### config.mk
export PLATFORM = sky130hd
export DESIGN_NAME = uart_rx_core
export DESIGN_NICKNAME = d
export VERILOG_FILES = /design/src/rtl/uart_pkg.sv /design/src/rtl/uart_baud_tick.sv /design/src/rtl/uart_rx_core.sv
export SDC_FILE = /design/constraint.sdc
export NUM_CORES = 1
export LEC_CHECK = 0
export ABC_AREA = 0
export BUFFER_PORTS_ARGS = -buffer_cell sky130_fd_sc_hd__buf_4
export CAP_MARGIN = 20
export CORE_MARGIN = 2
export CORE_UTILIZATION = 59
export DETAILED_ROUTE_END_ITERATION = 12
export PLACE_DENSITY = 0.78
export SYNTH_ARGS = -nofsm -noshare
export SYNTH_HDL_FRONTEND = slang
export SYNTH_SLANG_ARGS = --single-unit
### constraint.sdc
create_clock -name clk_i -period 4.8 [get_ports clk_i]
set_clock_uncertainty 0.05 [all_clocks]
set_input_delay 0.24 -clock clk_i [delete_from_list [all_inputs] [get_ports clk_i]]
set_output_delay 0.24 -clock clk_i [all_outputs]
set_load 0.03 [all_outputs]
### src/rtl/uart_pkg.sv
`default_nettype none
// ============================================================================
//  Module      : uart_pkg
//  Description : Shared types and helpers for the UART receive/transmit path.
//  Revision    : 1.0  initial release
// ============================================================================
package uart_pkg;

    // Receiver frame state
    typedef enum logic [2:0] {
        IDLE       = 3'd0,
        START      = 3'd1,
        DATA       = 3'd2,
        PARITY     = 3'd3,
        STOP1      = 3'd4,
        STOP2      = 3'd5,
        BREAK_WAIT = 3'd6
    } rx_state_e;

    // Frame format, captured at the start edge of each frame
    typedef struct packed {
        logic [1:0] data_bits;
        logic       parity_en;
        logic       parity_type;
        logic       stop2;
    } uart_cfg_t;

    // Map the 2-bit data-bit code onto a bit count of 5..8
    function automatic logic [3:0] data_bits_to_n(input logic [1:0] bits);
        return 4'd5 + {2'b00, bits};
    endfunction

endpackage : uart_pkg
`default_nettype wire

### src/rtl/uart_baud_tick.sv
`default_nettype none
// ============================================================================
//  Module      : uart_baud_tick
//  Description : Oversample tick generator. Emits a one-cycle tick every
//                max(div_i,1) clocks; restart_i re-phases the divider.
//  Revision    : 1.0  initial release
// ============================================================================
module uart_baud_tick #(
    parameter int DIV_W = 16
) (
    input  logic             clk_i,
    input  logic             rst_i,
    input  logic             restart_i,
    input  logic [DIV_W-1:0] div_i,
    output logic             tick_o
);

    logic [DIV_W-1:0] r_cnt;
    logic             r_tick;
    logic [DIV_W-1:0] w_div_eff;

    // A divide value of zero behaves like one (tick every cycle)
    assign w_div_eff = (div_i == '0) ? DIV_W'(1) : div_i;

    // Count clocks; the tick fires on the last count of each period
    always_ff @(posedge clk_i) begin
        if (rst_i || restart_i) begin
            r_cnt  <= '0;
            r_tick <= 1'b0;
        end else if (r_cnt >= w_div_eff - DIV_W'(1)) begin
            r_cnt  <= '0;
            r_tick <= 1'b1;
        end else begin
            r_cnt  <= r_cnt + DIV_W'(1);
            r_tick <= 1'b0;
        end
    end

    assign tick_o = r_tick;

endmodule : uart_baud_tick
`default_nettype wire

### src/rtl/uart_rx_core.sv
`default_nettype none
// ============================================================================
//  Module      : uart_rx_core
//  Description : Oversampling UART receiver with 3-sample majority vote,
//                5-8 data bits, optional parity, 1/2 stop bits, break and
//                overrun detection, and a valid/ready output register.
//  Revision    : 1.0  initial release
// ============================================================================
module uart_rx_core
    import uart_pkg::*;
#(
    parameter int OVERSAMPLE = 16,
    parameter int DIV_W      = 16
) (
    input  logic             clk_i,
    input  logic             rst_i,
    input  logic [DIV_W-1:0] cfg_clk_div_i,
    input  logic [1:0]       cfg_data_bits_i,
    input  logic             cfg_parity_en_i,
    input  logic             cfg_parity_type_i,
    input  logic             cfg_stop2_i,
    input  logic             rx_i,
    output logic [7:0]       data_o,
    output logic             data_valid_o,
    input  logic             data_ready_i,
    output logic             parity_err_o,
    output logic             frame_err_o,
    output logic             break_o,
    output logic             overrun_o,
    output logic             busy_o
);

    localparam int              TCW       = $clog2(OVERSAMPLE);
    localparam logic [TCW-1:0]  c_TC_MAX  = TCW'(OVERSAMPLE - 1);
    localparam logic [TCW-1:0]  c_SMP_LO  = TCW'(OVERSAMPLE / 2 - 1);
    localparam logic [TCW-1:0]  c_SMP_MID = TCW'(OVERSAMPLE / 2);
    localparam logic [TCW-1:0]  c_SMP_HI  = TCW'(OVERSAMPLE / 2 + 1);

    logic             r_rx_meta, r_rx_s, r_rx_prev;
    rx_state_e        r_state;
    uart_cfg_t        r_cfg;
    logic [DIV_W-1:0] r_div;
    logic [TCW-1:0]   r_tick_cnt;
    logic [2:0]       r_bit_idx;
    logic             r_smp0, r_smp1;
    logic [7:0]       r_shift;
    logic             r_par, r_par_err, r_stop_low, r_all_zero;
    logic [7:0]       r_data;
    logic             r_valid, r_perr, r_ferr, r_brk, r_overrun;

    logic             w_start_edge, w_tick, w_vote;
    logic [TCW-1:0]   w_tick_cnt_nxt;
    logic [2:0]       w_last_idx;
    logic             w_frame_done, w_frame_err, w_frame_break;

    // Two-flop synchroniser plus one delayed copy for falling-edge detection
    always_ff @(posedge clk_i) begin
        if (rst_i) begin
            r_rx_meta <= 1'b1;
            r_rx_s    <= 1'b1;
            r_rx_prev <= 1'b1;
        end else begin
            r_rx_meta <= rx_i;
            r_rx_s    <= r_rx_meta;
            r_rx_prev <= r_rx_s;
        end
    end

    assign w_start_edge = (r_state == IDLE) && r_rx_prev && !r_rx_s;

    uart_baud_tick #(
        .DIV_W (DIV_W)
    ) u_baud_tick (
        .clk_i     (clk_i),
        .rst_i     (rst_i),
        .restart_i (w_start_edge),
        .div_i     (r_div),
        .tick_o    (w_tick)
    );

    assign w_tick_cnt_nxt = (r_tick_cnt == c_TC_MAX) ? '0 : r_tick_cnt + TCW'(1);
    assign w_last_idx     = 3'(data_bits_to_n(r_cfg.data_bits) - 4'd1);
    // The third sample is the live line value; the first two were captured earlier
    assign w_vote         = (r_smp0 & r_smp1) | (r_smp0 & r_rx_s) | (r_smp1 & r_rx_s);
    assign w_frame_done   = w_tick && (r_tick_cnt == c_SMP_HI) &&
                            (((r_state == STOP1) && !r_cfg.stop2) || (r_state == STOP2));
    assign w_frame_err    = r_stop_low | ~w_vote;
    assign w_frame_break  = r_all_zero & ~w_vote;

    // Frame state machine: bit timing, sampling, shifting and error tracking
    always_ff @(posedge clk_i) begin
        if (rst_i) begin
            r_state    <= IDLE;
            r_cfg      <= '0;
            r_div      <= '0;
            r_tick_cnt <= '0;
            r_bit_idx  <= '0;
            r_smp0     <= 1'b1;
            r_smp1     <= 1'b1;
            r_shift    <= '0;
            r_par      <= 1'b0;
            r_par_err  <= 1'b0;
            r_stop_low <= 1'b0;
            r_all_zero <= 1'b1;
        end else begin
            case (r_state)
                IDLE: begin
                    if (w_start_edge) begin
                        r_state    <= START;
                        r_cfg      <= '{data_bits:   cfg_data_bits_i,
                                        parity_en:   cfg_parity_en_i,
                                        parity_type: cfg_parity_type_i,
                                        stop2:       cfg_stop2_i};
                        r_div      <= cfg_clk_div_i;
                        r_tick_cnt <= '0;
                        r_bit_idx  <= '0;
                        r_shift    <= '0;
                        r_par      <= 1'b0;
                        r_par_err  <= 1'b0;
                        r_stop_low <= 1'b0;
                        r_all_zero <= 1'b1;
                    end
                end
                BREAK_WAIT: begin
                    // Hold off new starts until the line has recovered
                    if (r_rx_s) begin
                        r_state <= IDLE;
                    end
                end
                default: begin
                    if (w_tick) begin
                        r_tick_cnt <= w_tick_cnt_nxt;
                        if (r_tick_cnt == c_SMP_LO) begin
                            r_smp0 <= r_rx_s;
                        end
                        if (r_tick_cnt == c_SMP_MID) begin
                            r_smp1 <= r_rx_s;
                        end
                        if (r_tick_cnt == c_SMP_HI) begin
                            case (r_state)
                                START: begin
                                    r_state <= w_vote ? IDLE : DATA;
                                end
                                DATA: begin
                                    r_shift[r_bit_idx] <= w_vote;
                                    r_par              <= r_par ^ w_vote;
                                    r_all_zero         <= r_all_zero & ~w_vote;
                                    if (r_bit_idx == w_last_idx) begin
                                        r_state <= r_cfg.parity_en ? PARITY : STOP1;
                                    end else begin
                                        r_bit_idx <= r_bit_idx + 3'd1;
                                    end
                                end
                                PARITY: begin
                                    r_par_err  <= w_vote ^ r_par ^ r_cfg.parity_type;
                                    r_all_zero <= r_all_zero & ~w_vote;
                                    r_state    <= STOP1;
                                end
                                STOP1: begin
                                    r_stop_low <= ~w_vote;
                                    r_all_zero <= r_all_zero & ~w_vote;
                                    if (r_cfg.stop2) begin
                                        r_state <= STOP2;
                                    end else begin
                                        r_state <= w_frame_break ? BREAK_WAIT : IDLE;
                                    end
                                end
                                STOP2: begin
                                    r_state <= w_frame_break ? BREAK_WAIT : IDLE;
                                end
                                default: begin
                                    r_state <= IDLE;
                                end
                            endcase
                        end
                    end
                end
            endcase
        end
    end

    // Single-entry output register with valid/ready handshake and overrun pulse
    always_ff @(posedge clk_i) begin
        if (rst_i) begin
            r_data    <= '0;
            r_valid   <= 1'b0;
            r_perr    <= 1'b0;
            r_ferr    <= 1'b0;
            r_brk     <= 1'b0;
            r_overrun <= 1'b0;
        end else begin
            r_overrun <= 1'b0;
            if (w_frame_done) begin
                if (!r_valid || data_ready_i) begin
                    r_data  <= r_shift;
                    r_perr  <= r_par_err;
                    r_ferr  <= w_frame_err;
                    r_brk   <= w_frame_break;
                    r_valid <= 1'b1;
                end else begin
                    r_overrun <= 1'b1;
                end
            end else if (r_valid && data_ready_i) begin
                r_valid <= 1'b0;
            end
        end
    end

    assign data_o       = r_data;
    assign data_valid_o = r_valid;
    assign parity_err_o = r_perr;
    assign frame_err_o  = r_ferr;
    assign break_o      = r_brk;
    assign overrun_o    = r_overrun;
    assign busy_o       = (r_state != IDLE);

endmodule : uart_rx_core
`default_nettype wire

==> results of run 1 <==
==> final timing paths <==
kind / depth (start not counted) / to / slack, ps
setup reg to reg: 13 / u_baud_tick.r_cnt[3]$_SDFF_PP0_ / 740
hold / removal: 3 / r_div[2]$_SDFFE_PP0P_ / 70
setup / recovery: 13 / u_baud_tick.r_cnt[3]$_SDFF_PP0_ / 740
hold reg to reg: 1 / r_rx_s$_SDFF_PP1_ / 370
==> report_power, final <==
part / switching [mW] / total, mW / internal [mW]
sequential: 0.0160 / 0.674 / 0.658
clock: 0.241 / 0.427 / 0.186
combinational: 0.123 / 0.218 / 0.0954
==> registers in the layout, indices dropped and copies added (netlist names), 3 cells and up <==
signal             flops
data_o                 8
r_bit_idx              3
r_cfg                  5
r_div                 16
r_shift                8
r_state                3
r_tick_cnt             4
u_baud_tick.r_cnt     16
==> worst max-delay path, cell delays in order, from the launching register on <==
cell	delay, ps
dfxtp_1	360
or4_1	650
nor3b_2	320
a31oi_1	160
ha_1	250
nand2_1	200
nor2_1	80
xnor2_1	130
ha_1	300
and3_4	160
a221o_1	380
a2111oi_2	410
nand3_2	350
nor2_1	190
==> logic make-up (layout without fill, tap and decap cells) <==
kind of cell	after synthesis	in the layout	synth area share
buf+inv	39	69	0.0459
compound gates	85	85	0.130
xor+xnor	30	30	0.0651
flops	78	78	0.387
simple gates	206	206	0.252
fa+ha+maj	22	22	0.0682
mux	21	21	0.0521
==> final cells by class <==
class,count,area (um2),area share
multi-input cells,364,2290,0.512
flip-flops and latches,78,1560,0.349
repair buffers,40,303,0.0677
clock buffers,10,128,0.0285
well taps,80,100,0.0224
inverters,14,52.6,0.0118
clock inverters,5,36.3,0.00811
==> cells in the final DEF, fill, tap and decap left out, drive strengths merged, types with 3 or more instances in the layout <==
cell	netlist	layout
dfxtp	78	78
nand2	74	74
nor2	53	53
a21oi	42	42
buf	14	39
ha	22	22
mux2i	21	21
xnor2	17	17
nor3	15	15
inv	14	15
xor2	13	13
nand3	12	12
o21ai	11	11
clkbuf	11	10
nor2b	9	9
nand2b	6	6
or4	5	5
nand4	5	5
or2	5	5
nor4	4	4
o31ai	4	4
a31oi	3	3
o41ai	3	3
o2111ai	3	3
o211ai	3	3
clkinvlp	0	3
and3	3	3
nor4b	3	3
==> synthesized netlist by cell type, drive strengths merged, types with 2 or more instances <==
master	instances	area, um2
a21o	2	15.0
a21oi	42	210
a311oi	2	17.5
a31oi	3	18.8
and2	2	12.5
and3	3	23.8
buf	14	91.3
clkbuf	11	41.3
dfxtp	78	1560
ha	22	275
inv	14	52.6
mux2i	21	210
nand2	74	278
nand2b	6	37.5
nand3	12	65.1
nand3b	2	15.0
nand4	5	31.3
nand4b	2	17.5
nor2	53	201
nor2b	9	56.3
nor3	15	86.3
nor3b	2	20.0
nor4	4	25.0
nor4b	3	47.5
o2111ai	3	26.3
o211ai	3	22.5
o21a	2	15.0
o21ai	11	55.1
o31ai	4	30.0
o41ai	3	26.3
or2	5	31.3
or3	2	12.5
or4	5	37.5
xnor2	17	149
xor2	13	114
==> per-stage QoR <==
stage | hold slack, ps | util | instance area (um2)
CTS | 8.89 | 0.664 | 4460
finish | 73.9 | 0.666 | 4470
global placement | 348 | 0.640 | 4300
floorplan | 294 | - | 4040
detailed placement | 349 | 0.640 | 4300
global route | 55.1 | 0.666 | 4470
==> layer usage <==
layer	track usage	part of all wire	vias up
met4	0.0966	0.022	0
met1	0.270	0.44	1574
met2	0.424	0.51	39
met3	0.0600	0.027	13
met5	0	0	-
li1	-	-	1723
==> reports/summary.txt, run 1 <==
Status = finished clean
Slew Limit Fails = 0
First DRT Iteration DRCs = 118
Filler Cells Inserted = 569
Core ar. = 6720 um2
Synth cell types = 59
Synth warn = 0
Min Tclk post-route = 4060 ps
Detailed Route WL = 8.39 mm
RSZ-0062 raised after global routing = no
Vias in the first global route = 3,171
Setup crit end kind = flop
CTS buffer count = 9
Vias per std cell = 5.67
ANT nets after route = 0
Via count = 3,349
Total Neg Setup Slack = 0 ps
Post-synth EDFFs = 0
Setup violators final = 0
HP Class = in -> reg
Share of layout cells above drive strength 1 = 0.131
Largest net degree at the start of global routing = 56
Maximum clock rate = 247 MHz
Nets = 554
Dpl ws = 778 ps
Power, Total = 1.32 mW
Wire length per cell = 14.2 um
I/O pin cnt = 39
Initial antenna violation count = 0
Finished Layout Cells = 591
Number of remaining DRC errors = 0
Max_cap viols = 0
Dominant synthesized flop cell = dfxtp_1
Syn Area/Cell = 8.39 um2
Post-CTS setup buffers = 0
Synthesis-to-finish area growth = 10.8%
Grt total ovfl = 0
Starting Density = 0.601
Total track usage = 0.238
Antenna diode count = 0
Relative slew slack = 0.460
Die Area = 7520 um2
Number of synthesized register bits = 78
Nature of the critical path startpoint = flop
Seq/Total Area, Yosys = 0.387
CTS Root Cell = clkbuf_8
Horiz. Die Dim = 86.7 um
DP HPWL = 6.06 mm
Row count = 30
Clock transition at the registers of the reported paths = 80 ps
Reg2Reg Launch Point = r_div[5]$_SDFFE_PP0P_
Slew @ Worst Pin = 808 ps
Critical path data arrival time = 4300 ps
Max rail drop VDD = 185 uV
First-pass GRT wire length = 14.0 mm
Inst Count DP = 575
Syn nets = 528
GPL Wtd Cong = 0.910
Min-delay src = cfg_clk_div_i[2]
CTS Sinks = 78
Leak = 1.75 nW
Final setup margin = 743 ps
Post-Syn Area = 4040 um2
Final Cycle Share = 0.845
Pwr/cell area = 295 nW/um2
CTS max path bufs = 2
Synth Instances = 481
H-tree levels = 3
CTS tree = yes
CTS resizes = 0
Kind of critical path = reg -> reg
CP required = 5040 ps
Worst setup path startpoint = r_div[5]$_SDFFE_PP0P_
Hold Fails Final Rpt = 0
Hold_buf cts = 0
Largest fanout on the critical path = 16
Ys async rst share = 0
Clock latency on the worst-skew pair = 360 ps
DRT Pass-1 Iters = 4
Die Y = 86.7 um
IO buf count = 38
(Power assumes the default switching activity.)
==> run 2, diff against run 1 <==
--- a/config.mk
+++ b/config.mk
@@ -5,11 +5,11 @@
 export SDC_FILE = /design/constraint.sdc
 export NUM_CORES = 1
 export LEC_CHECK = 0
-export ABC_AREA = 0
+export ABC_AREA = 1
 export BUFFER_PORTS_ARGS = -buffer_cell sky130_fd_sc_hd__buf_4
 export CAP_MARGIN = 20
 export CORE_MARGIN = 2
-export CORE_UTILIZATION = 59
+export CORE_UTILIZATION = 60
 export DETAILED_ROUTE_END_ITERATION = 12
 export PLACE_DENSITY = 0.78
 export SYNTH_ARGS = -nofsm -noshare
==> constraint.sdc (replaced) <==
create_clock -name clk_i -period 4.19 [get_ports clk_i]
set_clock_uncertainty 0.05 [all_clocks]
set_input_delay 0.2095 -clock clk_i [delete_from_list [all_inputs] [get_ports clk_i]]
set_output_delay 0.2095 -clock clk_i [all_outputs]
set_load 0.03 [all_outputs]
==> reports/summary.txt, run 2 <==
Most frequent cell after synthesis = nand2_1
Dominant synthesized flop cell = dfxtp_1
DP HPWL = 6.87 mm (+13%)
CTS buffer count = 9 (unchanged)
Post-Syn Area = 4390 um2 (+8.8%)
Share of layout cells above drive strength 1 = 0.137 (+0.00573)
Min Tclk post-route = 3260 ps (-794 ps)
Clock latency on the worst-skew pair = 350 ps (about the same)
Seq/Total Area, Yosys = 0.356 (-0.0312)
Setup crit end kind = flop
Largest net degree at the start of global routing = 45 (-20%)
Leak = 2.25 nW (+28%)
Largest fanout on the critical path = 16 (unchanged)
Max_cap viols = 0 (unchanged)
Grt total ovfl = 0 (unchanged)
Pwr/cell area = 384 nW/um2 (+30%)
Vias in the first global route = 3,642 (+15%)
CTS Sinks = 78 (unchanged)
Detailed Route WL = 9.28 mm (+11%)
Relative slew slack = 0.573 (+0.113)
Initial antenna violation count = 0 (unchanged)
Final Cycle Share = 0.779 (-0.0664)
Most frequent cells in the layout = nand2_1 (134), nor2_1 (118), dfxtp_1 (78), inv_1 (57), o21ai_0 (40)
Slowest cell on the critical path = nand4_4
CP required = 4420 ps (-620 ps)
Die Y = 89.6 um (+3.3%)
Via count = 3,929 (+17%)
Top cells by count, synth = nand2_1 (134), nor2_1 (118), dfxtp_1 (78), inv_1 (57), o21ai_0 (40)
Power, Total = 1.89 mW (+43%)
Synth warn = 0 (unchanged)
RSZ-0062 raised after global routing = no
HP Class = in -> reg
H-tree levels = 3 (unchanged)
Worst reg2reg path depth = 18 (+5)
First-pass GRT wire length = 15.7 mm (+12%)
Number of synthesized register bits = 78 (unchanged)
Synth Instances = 627 (+30%)
Worst setup path startpoint = r_div[5]$_SDFFE_PP0P_
Slew @ Worst Pin = 640 ps (-167 ps)
Max rail drop VDD = 224 uV (+21%)
Post-synth EDFFs = 0 (unchanged)
CP peak stage delay = 440 ps (-210 ps)
Min-Delay Path Depth = 3 (unchanged)
Synth top area share = 0.356 (-0.0312)
GPL Wtd Cong = 0.940 (+3.3%)
Most common cell after layout, fill and taps aside = nand2_1
Row count = 31 (+3.3%)
Ys async rst share = 0 (unchanged)
Antenna diode count = 0 (unchanged)
Kind of critical path = reg -> reg
Flop2flop setup slack = 930 ps (+180 ps)
First DRT Iteration DRCs = 117 (-0.85%)
Critical path data arrival time = 3490 ps (-810 ps)
Status = finished clean
CP cell instances = inv_1 -> nand3_1 -> nor2_1 -> nand2_1 -> nand2_1 -> inv_1 -> ha_1 -> nand2_1 -> nor2_1 -> nand4_1 -> xor2_1 -> inv_1 -> ha_1 -> nand2_1 -> nor2_1 -> a21oi_1 -> nand4_4 -> nor2_1
Total Neg Setup Slack = 0 ps (unchanged)
Nets = 708 (+28%)
Starting Density = 0.612 (+0.0111)
Syn Area/Cell = 7.00 um2 (-17%)
Sink of the worst hold path = r_cfg[2]$_SDFFE_PP0P_
I/O pin cnt = 39 (unchanged)
Synth cell types = 37 (-37%)
ANT nets after route = 0 (unchanged)
Dpl ws = 955 ps (+177 ps)
Nature of the critical path startpoint = flop
Total track usage = 0.250 (+0.0124)
Final setup margin = 927 ps (+184 ps)
DRT Pass-1 Iters = 5 (+1)
Worst R2R End = u_baud_tick.r_cnt[0]$_SDFF_PP0_
Core ar. = 7180 um2 (+6.8%)
Hold Fails Final Rpt = 0 (unchanged)
Maximum clock rate = 306 MHz (+24%)
Reg2Reg Launch Point = r_div[5]$_SDFFE_PP0P_
Horiz. Die Dim = 89.6 um (+3.3%)
Min-delay src = cfg_parity_en_i
IO buf count = 38 (unchanged)
CTS Root Cell = clkbuf_8
Synthesis-to-finish area growth = 12.4%
Syn nets = 674 (+28%)
Largest registers = r_div: 16 flops, u_baud_tick.r_cnt: 16 flops
Post-synth top area cell = dfxtp_1
Final hold slack = 57.2 ps (-16.7 ps)
Number of remaining DRC errors = 0 (unchanged)
Synth area leaders = dfxtp_1 (36%), nand2_1 (11%), nor2_1 (10%), ha_1 (6.3%), inv_1 (4.9%)
Wire length per cell = 12.2 um (-14%)
Clock transition at the registers of the reported paths = 80 ps (about the same)
Die Area = 8020 um2 (+6.6%)
CTS tree = yes
CTS max path bufs = 2 (unchanged)
Slew Limit Fails = 0 (unchanged)
Vias per std cell = 5.14 (-9.2%)
Setup violators final = 0 (unchanged)
==> run 2: cell count changes in the layout (fill, tap and decap cells not counted), sizes merged, moves of 4 or more <==
cell	before	now
nor2	53	134
nand2	74	137
inv	15	68
o21ai	11	41
nand3	12	37
mux2i	21	0
a21oi	42	31
nor2b	9	0
nand4	5	12
xnor2	17	10
nand2b	6	0
or4	5	0
o31ai	4	0
==> run 2: how the worst max path moves through the flow <==
stage / to / slack [ps] / cells after the start
6_report: u_baud_tick.r_cnt[0]$_SDFF_PP0_ / 930 / 18
5_1_grt: u_baud_tick.r_cnt[15]$_SDFF_PP0_ / 540 / 19
4_1_cts: u_baud_tick.r_cnt[0]$_SDFF_PP0_ / 920 / 18
3_5_place_dp: u_baud_tick.r_cnt[0]$_SDFF_PP0_ / 950 / 18
3_3_place_gp: u_baud_tick.r_cnt[1]$_SDFF_PP0_ / 1040 / 18
2_1_floorplan: u_baud_tick.r_cnt[9]$_SDFF_PP0_ / 1390 / 19
==> run 2: cells by family after synthesis <==
family	count (synthesis)	synth area share
AND/OR/NAND/NOR	339	0.354
buffers and inverters	87	0.0869
flip-flops	78	0.356
AO/OA/AOI/OAI	76	0.0915
XOR/XNOR	25	0.0499
adder cells (fa/ha/maj)	22	0.0627
==> run 2: worst max-delay path: cells and delay by family, from the launching register on <==
| kind | cells | cell delay, ps |
|---|---|---|
| buffers and inverters | 3 | 240 |
| AOI/OAI and AO/OA | 1 | 270 |
| adders and majority gates | 2 | 470 |
| xor gates and xnor gates | 1 | 150 |
| DFF | 1 | 390 |
| and+or+nand+nor | 11 | 1600 |
==> run 2: cell type report <==
cell class / instances / area [um2]
sequential: 78 / 1560
tap: 99 / 124
multi-input combinational: 462 / 2450
clock inverter: 5 / 83.8
fill: 632 / 2240
inverter: 70 / 270
timing repair buffer: 40 / 310
clock buffer: 10 / 138
==> run 2: metrics by stage <==
stage	std cells	area, um2	util
after global placement	747	4690	0.654
after detailed placement	747	4690	0.654
after global routing	764	4940	0.688
after floorplan	627	4390	-
final	764	4940	0.688
after CTS	763	4920	0.686
==> run 2: routing by layer <==
metal | vias up | share of wire | wire length [um] | global-route usage
li1 | 2056 | - | - | -
met1 | 1787 | 0.44 | 4070 | 0.296
met2 | 72 | 0.51 | 4760 | 0.449
met3 | 14 | 0.034 | 318 | 0.0508
met4 | 0 | 0.015 | 136 | 0.0828
met5 | - | 0 | 0 | 0
==> run 2: where the power goes <==
part,total [mW],switching [mW],internal [mW]
combinational,0.451,0.286,0.165
sequential,0.811,0.0356,0.776
clock,0.631,0.282,0.349
total,1.89,0.603,1.29
==> run 2: timing repair <==
| action | CTS | global route |
|---|---|---|
| hold buffers | 1 | 0 |
| endpoints found under the hold margin | 1 | 0 |
| gates resized for setup | 0 | 0 |
| setup buffers | 0 | 0 |
==> run 3, diff against run 2 <==
--- a/config.mk
+++ b/config.mk
@@ -5,11 +5,11 @@
 export SDC_FILE = /design/constraint.sdc
 export NUM_CORES = 1
 export LEC_CHECK = 0
-export ABC_AREA = 1
+export ABC_AREA = 0
 export BUFFER_PORTS_ARGS = -buffer_cell sky130_fd_sc_hd__buf_4
 export CAP_MARGIN = 20
 export CORE_MARGIN = 2
-export CORE_UTILIZATION = 60
+export CORE_UTILIZATION = 59
 export DETAILED_ROUTE_END_ITERATION = 12
 export PLACE_DENSITY = 0.78
 export SYNTH_ARGS = -nofsm -noshare
==> constraint.sdc (replaced) <==
create_clock -name clk_i -period 3.3 [get_ports clk_i]
set_clock_uncertainty 0.05 [all_clocks]
set_input_delay 0.165 -clock clk_i [delete_from_list [all_inputs] [get_ports clk_i]]
set_output_delay 0.165 -clock clk_i [all_outputs]
set_load 0.03 [all_outputs]
==> reports/summary.txt, run 3 (synthesis results as in run 1) <==
Nets = 582 (-18%)
Setup crit end kind = flop
Worst setup path end = u_baud_tick.r_cnt[6]$_SDFF_PP0_
Status = finished, violations left
Largest net degree at the start of global routing = 56 (+24%)
Setup violators final = 16 (+16)
Maximum clock rate = 297 MHz (-3.1%)
Final core area utilization = 0.712 (+0.0237)
Clock share of power = 0.348 (+0.015)
Worst R2R End = u_baud_tick.r_cnt[6]$_SDFF_PP0_
First DRT Iteration DRCs = 103 (-12%)
Largest registers = r_div: 16 flops, u_baud_tick.r_cnt: 16 flops
Core ar. = 6720 um2 (-6.4%)
Most common cell after layout, fill and taps aside = dfxtp_1
Via count = 3,539 (-9.9%)
RSZ-0062 raised after global routing = yes
I/O pin cnt = 39 (unchanged)
DP HPWL = 6.40 mm (-6.9%)
Switch share = 0.274 (-0.0449)
Die Area = 7520 um2 (-6.2%)
Internal power = 1.53 mW (+18%)
Number of remaining DRC errors = 0 (unchanged)
Starting Density = 0.601 (-0.0111)
Slew @ Worst Pin = 770 ps (+129 ps)
Synthesis-to-finish area growth = 18.4%
Largest fanout on the critical path = 16 (unchanged)
Antenna diode count = 0 (unchanged)
First-pass GRT wire length = 15.4 mm (-2.2%)
Worst setup path startpoint = r_div[8]$_SDFFE_PP0P_
CTS buffer count = 9 (unchanged)
CTS max path bufs = 2 (unchanged)
HP Class = in -> reg
Max_cap viols = 0 (unchanged)
Clock latency on the worst-skew pair = 360 ps (about the same)
DRT Pass-1 Iters = 5 (unchanged)
Min Tclk post-route = 3370 ps (+104 ps)
CTS tree = yes
H-tree levels = 3 (unchanged)
Initial antenna violation count = 0 (unchanged)
Max rail drop VDD = 286 uV (+28%)
Combinational share of power = 0.187 (-0.051)
Horiz. Die Dim = 86.7 um (-3.2%)
Wire length per cell = 14.5 um (+19%)
Die Y = 86.7 um (-3.2%)
Worst reg2reg path depth = 14 (-4)
Row count = 30 (-3.2%)
GPL Wtd Cong = 0.847 (-9.9%)
Sequential share of power = 0.465 (+0.036)
Flop2flop setup slack = -70 ps (-990 ps)
Critical path data arrival time = 3620 ps (+130 ps)
CP required = 3550 ps (-870 ps)
Failing checks = negative setup slack
Pwr/cell area = 440 nW/um2 (+15%)
CTS Sinks = 78 (unchanged)
Kind of critical path = reg -> reg
Grt total ovfl = 0 (unchanged)
Vias in the first global route = 3,524 (-3.2%)
Power, Total = 2.10 mW (+11%)
Clock transition at the registers of the reported paths = 80 ps (about the same)
Share of layout cells above drive strength 1 = 0.183 (+0.0465)
Final setup margin = -67.1 ps (-994 ps)
Most frequent cells in the layout = dfxtp_1 (76), nand2_1 (73), buf_4 (60), nor2_1 (51), a21oi_1 (42)
Detailed Route WL = 8.99 mm (-3.2%)
CTS Root Cell = clkbuf_8
Vias per std cell = 5.71 (+11%)
Relative slew slack = 0.485 (-0.0877)
ANT nets after route = 0 (unchanged)
IO buf count = 38 (unchanged)
Psw = 575 uW (-4.6%)
Nature of the critical path startpoint = flop
Hold Fails Final Rpt = 0 (unchanged)
Reg2Reg Launch Point = r_div[8]$_SDFFE_PP0P_
Leak = 1.92 nW (-15%)
Slew Limit Fails = 0 (unchanged)
Total track usage = 0.257 (+0.00616)
Final Cycle Share = 1.02 (+0.242)
-- run 3: worst min-delay path by stage --
stage / depth (start not counted) / from / endpoint
2_1_floorplan: 1 / rx_i / r_rx_meta$_SDFF_PP1_
3_3_place_gp: 2 / rx_i / r_rx_meta$_SDFF_PP1_
3_5_place_dp: 2 / rx_i / r_rx_meta$_SDFF_PP1_
4_1_cts: 3 / cfg_clk_div_i[0] / r_div[0]$_SDFFE_PP0P_
5_1_grt: 3 / cfg_clk_div_i[0] / r_div[0]$_SDFFE_PP0P_
6_report: 3 / cfg_clk_div_i[15] / r_div[15]$_SDFFE_PP0P_
-- run 3: what timing repair did --
item	4_1_cts	5_1_grt
endpoints found under the hold margin	6	1
resized for setup	5	1
endpoints found under the setup margin	16	16
pin swaps	3	0
hold buffers	6	1
buffers inserted	1	0
-- run 3: routing by layer --
layer	vias up	wire [um]	track usage
li1	1780	-	-
met4	0	304	0.128
met5	-	0	0
met2	57	4610	0.466
met3	27	260	0.0457
met1	1675	3820	0.286
-- run 3: per-stage QoR --
step           worst slack [ps]  hold slack (ps)  setup TNS, ps  instance area [um2]  instances
4_1_cts                   -61.8            0.275           -799                 4770        619
5_1_grt                    -256             2.67          -3740                 4780        620
2_1_floorplan              -104              219          -1040                 4060        481
3_3_place_gp              -2.16              300          -8.22                 4470        596
6_report                  -67.1             3.66           -887                 4780        620
3_5_place_dp               -115              303          -1660                 4470        596
-- run 3: power by group through the flow --
stage | clock, mW | sequential (mW) | combinational [mW]
detailed placement | 0 | 1.00 | 0.371
global route | 0.784 | 0.981 | 0.437
finish | 0.731 | 0.978 | 0.393
CTS | 0.742 | 0.978 | 0.391
floorplan | 0 | 0.993 | 0.252
global placement | 0 | 0.999 | 0.355
-- run 3: area by class of cell --
cell class,count,area (um2)
fillers,515,1940
clock inverters,5,57.6
inverters,14,52.6
repair buffers,68,532
flip-flops and latches,78,1560
well taps,80,100
clock buffers,11,141
multi-input cells,364,2330
-- run 3: worst max-delay path: stages (launching register included) --
cell and delay (ps):
dfxtp_2 320, or4_4 560, nor3b_4 230, a31oi_2 130
ha_2 210, nand2_2 90, nor2_2 40, xnor2_1 120
ha_1 320, a21o_1 190, a221o_1 370, a2111oi_4 310
nand3_2 110, buf_6 170, nor2_1 100
